`src/rtl/prog_mem_if.sv`:
```
// prog_mem_if: load and fetch bus of the program memory.
//   load_en/load_addr/load_data : byte write port (master -> memory)
//   fetch_req/fetch_addr        : word fetch request (master -> memory)
//   fetch_ready                 : memory idle, will accept a request
//   fetch_valid                 : one-cycle pulse, fetch_data/fetch_err valid
//   fetch_data                  : assembled little-endian word
//   fetch_err                   : some byte of the word lay outside DEPTH
`ifndef ADDR_SIZE
`define ADDR_SIZE 8
`endif
`ifndef WORD_SIZE
`define WORD_SIZE 16
`endif

interface prog_mem_if #(
    parameter int ADDR_SIZE  = `ADDR_SIZE,
    parameter int BYTE_SIZE  = 8,
    parameter int WORD_BYTES = `WORD_SIZE / BYTE_SIZE
);
    logic                              load_en;
    logic [ADDR_SIZE-1:0]              load_addr;
    logic [BYTE_SIZE-1:0]              load_data;
    logic                              fetch_req;
    logic [ADDR_SIZE-1:0]              fetch_addr;
    logic                              fetch_ready;
    logic                              fetch_valid;
    logic [WORD_BYTES*BYTE_SIZE-1:0]   fetch_data;
    logic                              fetch_err;

    modport master (
        output load_en, load_addr, load_data, fetch_req, fetch_addr,
        input  fetch_ready, fetch_valid, fetch_data, fetch_err
    );
    modport slave (
        input  load_en, load_addr, load_data, fetch_req, fetch_addr,
        output fetch_ready, fetch_valid, fetch_data, fetch_err
    );
endinterface

```
`src/rtl/prog_mem.sv`:
```
// prog_mem: loadable byte-wide program memory. A fetch assembles WORD_BYTES
// consecutive bytes (little-endian) reading one byte per clock.
//   clk   : rising-edge clock
//   rst_n : asynchronous active-low reset (also clears all stored bytes)
//   bus   : prog_mem_if slave (load port + fetch handshake)
`ifndef ADDR_SIZE
`define ADDR_SIZE 8
`endif
`ifndef WORD_SIZE
`define WORD_SIZE 16
`endif

module prog_mem #(
    parameter int ADDR_SIZE  = `ADDR_SIZE,
    parameter int BYTE_SIZE  = 8,
    parameter int WORD_BYTES = `WORD_SIZE / BYTE_SIZE,
    parameter int DEPTH      = 256
) (
    input  logic       clk,
    input  logic       rst_n,
    prog_mem_if.slave  bus
);
    localparam int CW = (WORD_BYTES > 1) ? $clog2(WORD_BYTES) : 1;
    localparam int IW = (DEPTH > 1) ? $clog2(DEPTH) : 1;
    localparam logic [CW-1:0] LAST = CW'(WORD_BYTES - 1);

    typedef enum logic [1:0] {IDLE, READ, DONE} state_t;

    state_t                                  state_q, state_d;
    logic [ADDR_SIZE-1:0]                    base_q, base_d;
    logic [CW-1:0]                           cnt_q, cnt_d;
    logic                                    err_q, err_d;
    logic [WORD_BYTES-1:0][BYTE_SIZE-1:0]    asm_q, asm_d;
    logic [WORD_BYTES*BYTE_SIZE-1:0]         data_q, data_d;
    logic                                    ferr_q, ferr_d;

    logic [BYTE_SIZE-1:0] mem_q [DEPTH];

    logic [ADDR_SIZE-1:0] rd_addr;
    logic                 rd_in;
    logic [BYTE_SIZE-1:0] rd_byte;
    logic                 wr_in;

    // Address arithmetic wraps naturally at ADDR_SIZE bits.
    assign rd_addr = base_q + ADDR_SIZE'(cnt_q);
    assign rd_in   = (32'(rd_addr) < 32'(DEPTH));
    assign rd_byte = rd_in ? mem_q[rd_addr[IW-1:0]] : '0;
    assign wr_in   = (32'(bus.load_addr) < 32'(DEPTH));

    always_comb begin
        state_d = state_q;
        base_d  = base_q;
        cnt_d   = cnt_q;
        err_d   = err_q;
        asm_d   = asm_q;
        data_d  = data_q;
        ferr_d  = ferr_q;
        case (state_q)
            IDLE: begin
                if (bus.fetch_req) begin
                    base_d  = bus.fetch_addr;
                    cnt_d   = '0;
                    err_d   = 1'b0;
                    state_d = READ;
                end
            end
            READ: begin
                asm_d[cnt_q] = rd_byte;
                if (!rd_in) err_d = 1'b1;
                if (cnt_q == LAST) begin
                    // Publish on DONE entry, including the byte read this cycle.
                    data_d  = asm_d;
                    ferr_d  = err_d;
                    state_d = DONE;
                end else begin
                    cnt_d = cnt_q + CW'(1);
                end
            end
            DONE:    state_d = IDLE;
            default: state_d = IDLE;
        endcase
    end

    always_ff @(posedge clk or negedge rst_n) begin
        if (!rst_n) begin
            state_q <= IDLE;
            base_q  <= '0;
            cnt_q   <= '0;
            err_q   <= 1'b0;
            asm_q   <= '0;
            data_q  <= '0;
            ferr_q  <= 1'b0;
        end else begin
            state_q <= state_d;
            base_q  <= base_d;
            cnt_q   <= cnt_d;
            err_q   <= err_d;
            asm_q   <= asm_d;
            data_q  <= data_d;
            ferr_q  <= ferr_d;
        end
    end

    // Write lands at the edge, so a same-cycle read sees the old byte.
    always_ff @(posedge clk or negedge rst_n) begin
        if (!rst_n) begin
            for (int i = 0; i < DEPTH; i++) mem_q[i] <= '0;
        end else if (bus.load_en && wr_in) begin
            mem_q[bus.load_addr[IW-1:0]] <= bus.load_data;
        end
    end

    assign bus.fetch_ready = (state_q == IDLE);
    assign bus.fetch_valid = (state_q == DONE);
    assign bus.fetch_data  = data_q;
    assign bus.fetch_err   = ferr_q;

endmodule
```
`src/flat_wrapper.sv`:
```
// flat-port wrapper written by rule: the top's interface ports become plain ports
module prog_mem_flat 
#(
    parameter int ADDR_SIZE  = `ADDR_SIZE,
    parameter int BYTE_SIZE  = 8,
    parameter int WORD_BYTES = `WORD_SIZE / BYTE_SIZE,
    parameter int DEPTH      = 256
)
  (clk, rst_n, bus_load_en, bus_load_addr, bus_load_data, bus_fetch_req, bus_fetch_addr, bus_fetch_ready, bus_fetch_valid, bus_fetch_data, bus_fetch_err);
  prog_mem_if #(.ADDR_SIZE(ADDR_SIZE), .BYTE_SIZE(BYTE_SIZE), .WORD_BYTES(WORD_BYTES)) bus_i ();
  input  logic clk;
  input  logic rst_n;
  input wire logic [$bits(bus_i.load_en)-1:0] bus_load_en;
  input wire logic [$bits(bus_i.load_addr)-1:0] bus_load_addr;
  input wire logic [$bits(bus_i.load_data)-1:0] bus_load_data;
  input wire logic [$bits(bus_i.fetch_req)-1:0] bus_fetch_req;
  input wire logic [$bits(bus_i.fetch_addr)-1:0] bus_fetch_addr;
  output wire logic [$bits(bus_i.fetch_ready)-1:0] bus_fetch_ready;
  output wire logic [$bits(bus_i.fetch_valid)-1:0] bus_fetch_valid;
  output wire logic [$bits(bus_i.fetch_data)-1:0] bus_fetch_data;
  output wire logic [$bits(bus_i.fetch_err)-1:0] bus_fetch_err;
  assign bus_i.load_en = bus_load_en;
  assign bus_i.load_addr = bus_load_addr;
  assign bus_i.load_data = bus_load_data;
  assign bus_i.fetch_req = bus_fetch_req;
  assign bus_i.fetch_addr = bus_fetch_addr;
  assign bus_fetch_ready = bus_i.fetch_ready;
  assign bus_fetch_valid = bus_i.fetch_valid;
  assign bus_fetch_data = bus_i.fetch_data;
  assign bus_fetch_err = bus_i.fetch_err;
  prog_mem #(.ADDR_SIZE(ADDR_SIZE), .BYTE_SIZE(BYTE_SIZE), .WORD_BYTES(WORD_BYTES), .DEPTH(DEPTH)) u_core (.clk(clk), .rst_n(rst_n), .bus(bus_i));
endmodule
```
`config.mk`:
```
export PLATFORM = sky130hd
export DESIGN_NAME = prog_mem_flat
export DESIGN_NICKNAME = d
export VERILOG_FILES = /design/src/rtl/prog_mem_if.sv /design/src/rtl/prog_mem.sv /design/src/flat_wrapper.sv
export SDC_FILE = /design/constraint.sdc
export NUM_CORES = 2
export LEC_CHECK = 0
export CAP_MARGIN = 20
export CORE_UTILIZATION = 35
export CTS_BUF_LIST = sky130_fd_sc_hd__clkbuf_4
export CTS_CLUSTER_DIAMETER = 80
export CTS_CLUSTER_SIZE = 28
export DETAILED_ROUTE_END_ITERATION = 10
export DONT_BUFFER_PORTS = 1
export GPL_ROUTABILITY_DRIVEN = 0
export GPL_TIMING_DRIVEN = 0
export SYNTH_ARGS = -nofsm -noshare
export SYNTH_HDL_FRONTEND = slang
export SYNTH_SLANG_ARGS = --single-unit
```
`constraint.sdc`:
```
create_clock -name clk -period 5.6 [get_ports clk]
set_input_delay 1.12 -clock clk [delete_from_list [all_inputs] [get_ports clk]]
set_output_delay 1.12 -clock clk [all_outputs]
set_load 0.05 [all_outputs]
```
* After elaboration in Yosys (flattened, before gate mapping)
Cells that the tools add are included.
Word-level totals: logic and storage cells 298, latch bits 0, output and inout port bits 19, memories 0, register bits 2091, input port bits 28, memory bits (read-only) 0, memory bits (writable) 0
Cells by class: order comparisons 5, divide/modulo/power cells 0, eq/ne operators 4, shift-type cells 0, mux-type cells 15, add/subtract/negate cells 2, bitwise gates (word level) 2, reductions and logical operators 8, multipliers 0
Operator list (number):
- 2048-bit bitwise mux | 1
- 8-bit binary-select mux with 8-bit select | 1
- 8-bit demux with 8-bit select | 1
- 8-bit 2-to-1 mux | 4
- 9-bit greater-or-equal comparator (second input constant) | 2
- 8-bit NOT with 9-bit output | 2
- 16-bit bitwise mux | 1
- 9-bit by 1-bit < comparator with 1-bit output (second input constant) | 1
- 8-bit by 1-bit adder with 8-bit output | 1
- 8-bit demux with 1-bit select | 1
- 2-bit AND reduction | 4
- 2-bit 2-to-1 mux | 2
- 2-bit one-hot mux with 2 select lines | 1
- 2-bit by 1-bit == test with 1-bit output (second input constant) | 1
- 2-bit == test (second input constant) | 1
- 1-bit logical AND | 2
- 2-bit logical NOT | 1
- 1-bit by 2-bit < comparator with 1-bit output (second input constant) | 1
- 1-bit 2-to-1 mux | 2
- 2-bit by 1-bit inequality test with 1-bit output (second input constant) | 1
- 2-bit inequality test (second input constant) | 1
- 1-bit one-hot mux with 2 select lines | 1
- 2-bit nonzero test | 1
- 1-bit adder (second input constant) | 1
- 1-bit greater-or-equal comparator (second input constant) | 1

* Depth between registers and ports, before layout
depth in word-level cells 6, depth in mapped cells 14

* Worst setup path before layout
OpenSTA, ideal clock, no wires.
path type flip-flop to flip-flop, start point register u_core.cnt_q, end point register u_core.asm_q[4] in the netlist's numbering, arrival 3.066 ns, clock period less this slack 3.190 ns, required time 5.476 ns, slack 2.410 ns, path buffers 3, stages on the path, launching flop included 12, library setup time 0.124 ns, cell sequence dfrtp_1 > ha_1 > ha_1 > buf_2 > buf_4 > buf_2 > mux4_2 > a22o_1 > o31ai_1 > o221ai_1 > o21a_1 > o31a_1
Between the ends: cells in the longest elaborated chain, start to end 6, elaborated cells on any way between the ends 11
RTL lines:
- start, declared | line prog_mem.sv:31 | logic [CW-1:0] cnt_q, cnt_d;
- start signal, assigned | line prog_mem.sv:96 | cnt_q <= cnt_d;
- 8-bit by 1-bit adder with 8-bit output | line prog_mem.sv:45 | assign rd_addr = base_q + ADDR_SIZE'(cnt_q);
- 8-bit NOT with 9-bit output (implied by the code) | line prog_mem.sv:47 | assign rd_byte = rd_in ? mem_q[rd_addr[IW-1:0]] : '0;
- 8-bit binary-select mux with 8-bit select | line prog_mem.sv:47
- 8-bit 2-to-1 mux (implied by the code) (2 in a row) | line prog_mem.sv:47
- 16-bit bitwise mux (*) | line prog_mem.sv:68 | asm_d[cnt_q] = rd_byte;
- end signal, assigned | line prog_mem.sv:98 | asm_q <= asm_d;
- end, declared | line prog_mem.sv:33 | logic [WORD_BYTES-1:0][BYTE_SIZE-1:0] asm_q, asm_d;
Mark *: on every way between the ends. The rest lies on a longest branch, timed or not. The select of a mux whose other input is x is not followed. A chain may end at the register's enable or synchronous reset.

* Worst setup path in the final report
start point register u_core.cnt_q, end point register u_core.asm_q[7] in the netlist's numbering
Same word-level chain as after synthesis.

==> results.json <==
{
  "grt_pass1_wl_um": 536000,
  "die_h_um": 525,
  "cp_top_family": "buffers and inverters",
  "fin_crit_ps": 5810,
  "p_comb_share_pct": 54.7,
  "ctsLongestPathBuffers": 3,
  "violations": "setup timing",
  "hpwl_um": 281000,
  "finalWorstSetupSlack_ps": -206,
  "synthCells": 6407,
  "crit_path_end_kind": "register",
  "cts_inserted_buffers": 114,
  "slowest_delay_ps": 840,
  "swShare_pct": 52.6,
  "cp_data_arrival_time_ps": 7040,
  "synth-seq-cells": 2083,
  "final_cell_mix": "2083 x dfrtp_1, 2080 x mux2_2, 472 x mux4_2, 420 x nand2_1, 266 x clkbuf_1",
  "cts_root_buffer": "clkbuf_4",
  "ys_warn_count": 0,
  "pwr-share-clk_pct": 13.5,
  "hold_viol": 0,
  "routed_wl_um": 390000,
  "seqPwrFrac_pct": 31.9,
  "syn-cell-area_mm2": 0.0957,
  "yosys.area.top_type": "dfrtp_1",
  "crit_chain": "ha_1 > buf_4 > buf_4 > buf_4 > buf_4 > buf_2 > mux2i_1 > a32o_1 > nor3_1 > nor4_1 > buf_2 > o31ai_1",
  "synth-main-ff-cell": "dfrtp_1",
  "cts_tree": "built",
  "leakage_nw": 48.5,
  "cp_max_fo": 10,
  "synth_top_area_share_pct": 54.5,
  "required_ps": 6830,
  "drc": 0,
  "ys_seq_area_share_pct": 54.5,
  "p_sw_mw": 27.4,
  "fp-row-count": 191,
  "maxSlewHeadroom_pct": 9.66,
  "post-route-period-util_pct": 104,
  "synth_nets": 6437,
  "p_int_mw": 24.7,
  "antenna_found_initial": 53,
  "dr_total_vias": 63200,
  "finalSetupTns_ps": -813,
  "crit_top_cell": "buf_4",
  "setup_viol": 7,
  "final_nets": 6667,
  "synthArstFlopShare_pct": 100,
  "drive_above_1_share_pct": 46.0,
  "path_clk_slew_ps": 220,
  "clk_latency_ps": 1420,
  "die_x_um": 525,
  "fin_hold_ws_ps": 99.7,
  "max_cap_violations": 0,
  "cp_slowest_cell": "nor3_1",
  "rsz0062_at_grt": "no",
  "port_buffers": 0,
  "timing.critical_path.buf_inv": 6,
  "viasPerCell": 6.12,
  "final_common_cell": "dfrtp_1",
  "power_density_mw_per_mm2": 501,
  "dr.pass1.iters": 9,
  "cts.sinks": 2083,
  "grt_pass1_vias": 63400,
  "grt_overflow_total": 0,
  "syn_area_per_cell_um2": 14.9,
  "num_io_pins": 47,
  "dieArea_mm2": 0.275,
  "core-area_mm2": 0.271,
  "slew_violations": 0,
  "fmax_mhz": 172,
  "hold_path_class": "in -> async",
  "ys_types": 70,
  "outcome": "finished with violations",
  "h-tree-depth": 3,
  "worstMarginPinSlew_ps": 1350,
  "synthTopCellsByArea": "dfrtp_1 54%, mux2_2 24%, mux4_2 11%, nand2_1 1.6%, mux2i_1 1.2%",
  "start_util_pct": 35.3,
  "ant_nets": 0,
  "start_kind": "register",
  "drt_iter0_markers": 8562,
  "grtUsageTotal_pct": 28.1,
  "wl_per_cell_um": 37.8,
  "fin_skew_ps": 163,
  "critical_path_class": "reg -> reg",
  "synth-edff-count": 0,
  "vdd_drop_max_mv": 0.452,
  "syn_to_final_growth_pct": 8.73,
  "grt_max_degree": 288
}
logic make-up after synthesis:
kind of cell	share of synthesized area (%)
buf+inv	2.30
flops	54.5
mux	36.8
simple gates	4.15
fa+ha+maj	0.0262
compound gates	2.12
other cells	0.00392
xor+xnor	0.110
sequential cells by signal (all words and copies together), names as in the netlist:
signal	flops
u_core.asm_q	8
u_core.bus.fetch_data	16
u_core.cnt_q	1
u_core.base_q	8
u_core.state_q	2
u_core.mem_q	2048
per-layer routing:
metal	wire [µm]	track usage [%]
met5	187	0
met2	164000	39.9
met1	148000	35.2
met4	32200	19.8
met3	46500	10.5
what timing repair did:
item / in CTS / in global routing
setup endpoints to repair: 10 / 10
hold endpoints to repair: 209 / 0
pin swaps: 3 / 1
buffers inserted: 5 / 0
resized for setup: 22 / 14
hold buffers: 10 / 0
metrics by stage:
stage | instances | area, µm² | util [%] | setup WS [ps] | total power, mW
finish | 10300 | 104000 | 38.3 | -206 | 52.1
global route | 10300 | 104000 | 38.3 | 2.44 | 51.9
CTS | 10300 | 104000 | 38.3 | 10.7 | 50.4
detailed placement | 10100 | 102000 | 37.5 | -712 | 43.5
global placement | 9977 | 100000 | 36.9 | -1440 | 42.4
floorplan | 6407 | 95700 | - | 2410 | 28.2
worst register-to-register path, stage by stage, from the launching register on:
cell and delay, ps:
dfrtp_1 540, ha_1 350, buf_4 290, buf_4 610
buf_4 530, buf_4 510, buf_2 710, mux2i_1 290
a32o_1 270, nor3_1 840, nor4_1 280, buf_2 260
o31ai_1 250
synthesized netlist by cell type, types with 16 or more instances:
| cell | count |
|---|---|
| nand4_1 | 35 |
| o31ai_1 | 18 |
| a21oi_1 | 22 |
| a2111oi_0 | 21 |
| mux2_2 | 2080 |
| mux4_2 | 472 |
| and3_1 | 16 |
| a211oi_1 | 21 |
| buf_4 | 51 |
| mux2i_1 | 115 |
| buf_2 | 110 |
| nor2_1 | 200 |
| dfrtp_1 | 2083 |
| a221oi_1 | 20 |
| nor3_1 | 16 |
| o211ai_1 | 17 |
| and2_1 | 46 |
| o21ai_0 | 19 |
| nand2_1 | 420 |
| nor2b_1 | 16 |
| clkbuf_1 | 300 |
| nand3_1 | 98 |
| a32oi_1 | 41 |
| nor4_1 | 23 |
final timing paths:
| path | start | endpoint | slack (ps) | depth (start not counted) |
|---|---|---|---|---|
| worst max-delay path | u_core.cnt_q | u_core.asm_q[7] | -210 | 12 |
| worst min-delay path | rst_n | u_core.mem_q[304] | 100 | 1 |
| worst max register to register | u_core.cnt_q | u_core.asm_q[7] | -210 | 12 |
| worst min register to register | u_core.mem_q[1121] | u_core.mem_q[1121] | 530 | 1 |
| max in group asynchronous | rst_n | u_core.mem_q[1292] | 1430 | 5 |
| min in group clk | bus_load_data[7] | u_core.mem_q[15] | 330 | 2 |
power by group through the flow:
stage	registers, mW	clock network (mW)	logic (mW)
2_1_floorplan	16.6	0	11.6
3_3_place_gp	16.8	0	25.6
3_5_place_dp	16.8	0	26.6
4_1_cts	16.6	7.04	26.8
5_1_grt	16.7	7.56	27.6
6_report	16.6	7.02	28.5
cell type report:
class / instances / area, µm²
clock buffer: 120 / 901
sequential: 2083 / 52100
timing repair buffer: 118 / 1630
antenna: 35 / 87.6
buffer: 476 / 2270
tap: 3570 / 4470
clock inverter: 92 / 1030
multi-input combinational: 3839 / 41500
inverter: 5 / 18.8
fill: 25500 / 167000
No activity file was read; power rests on OpenSTA's default activity.
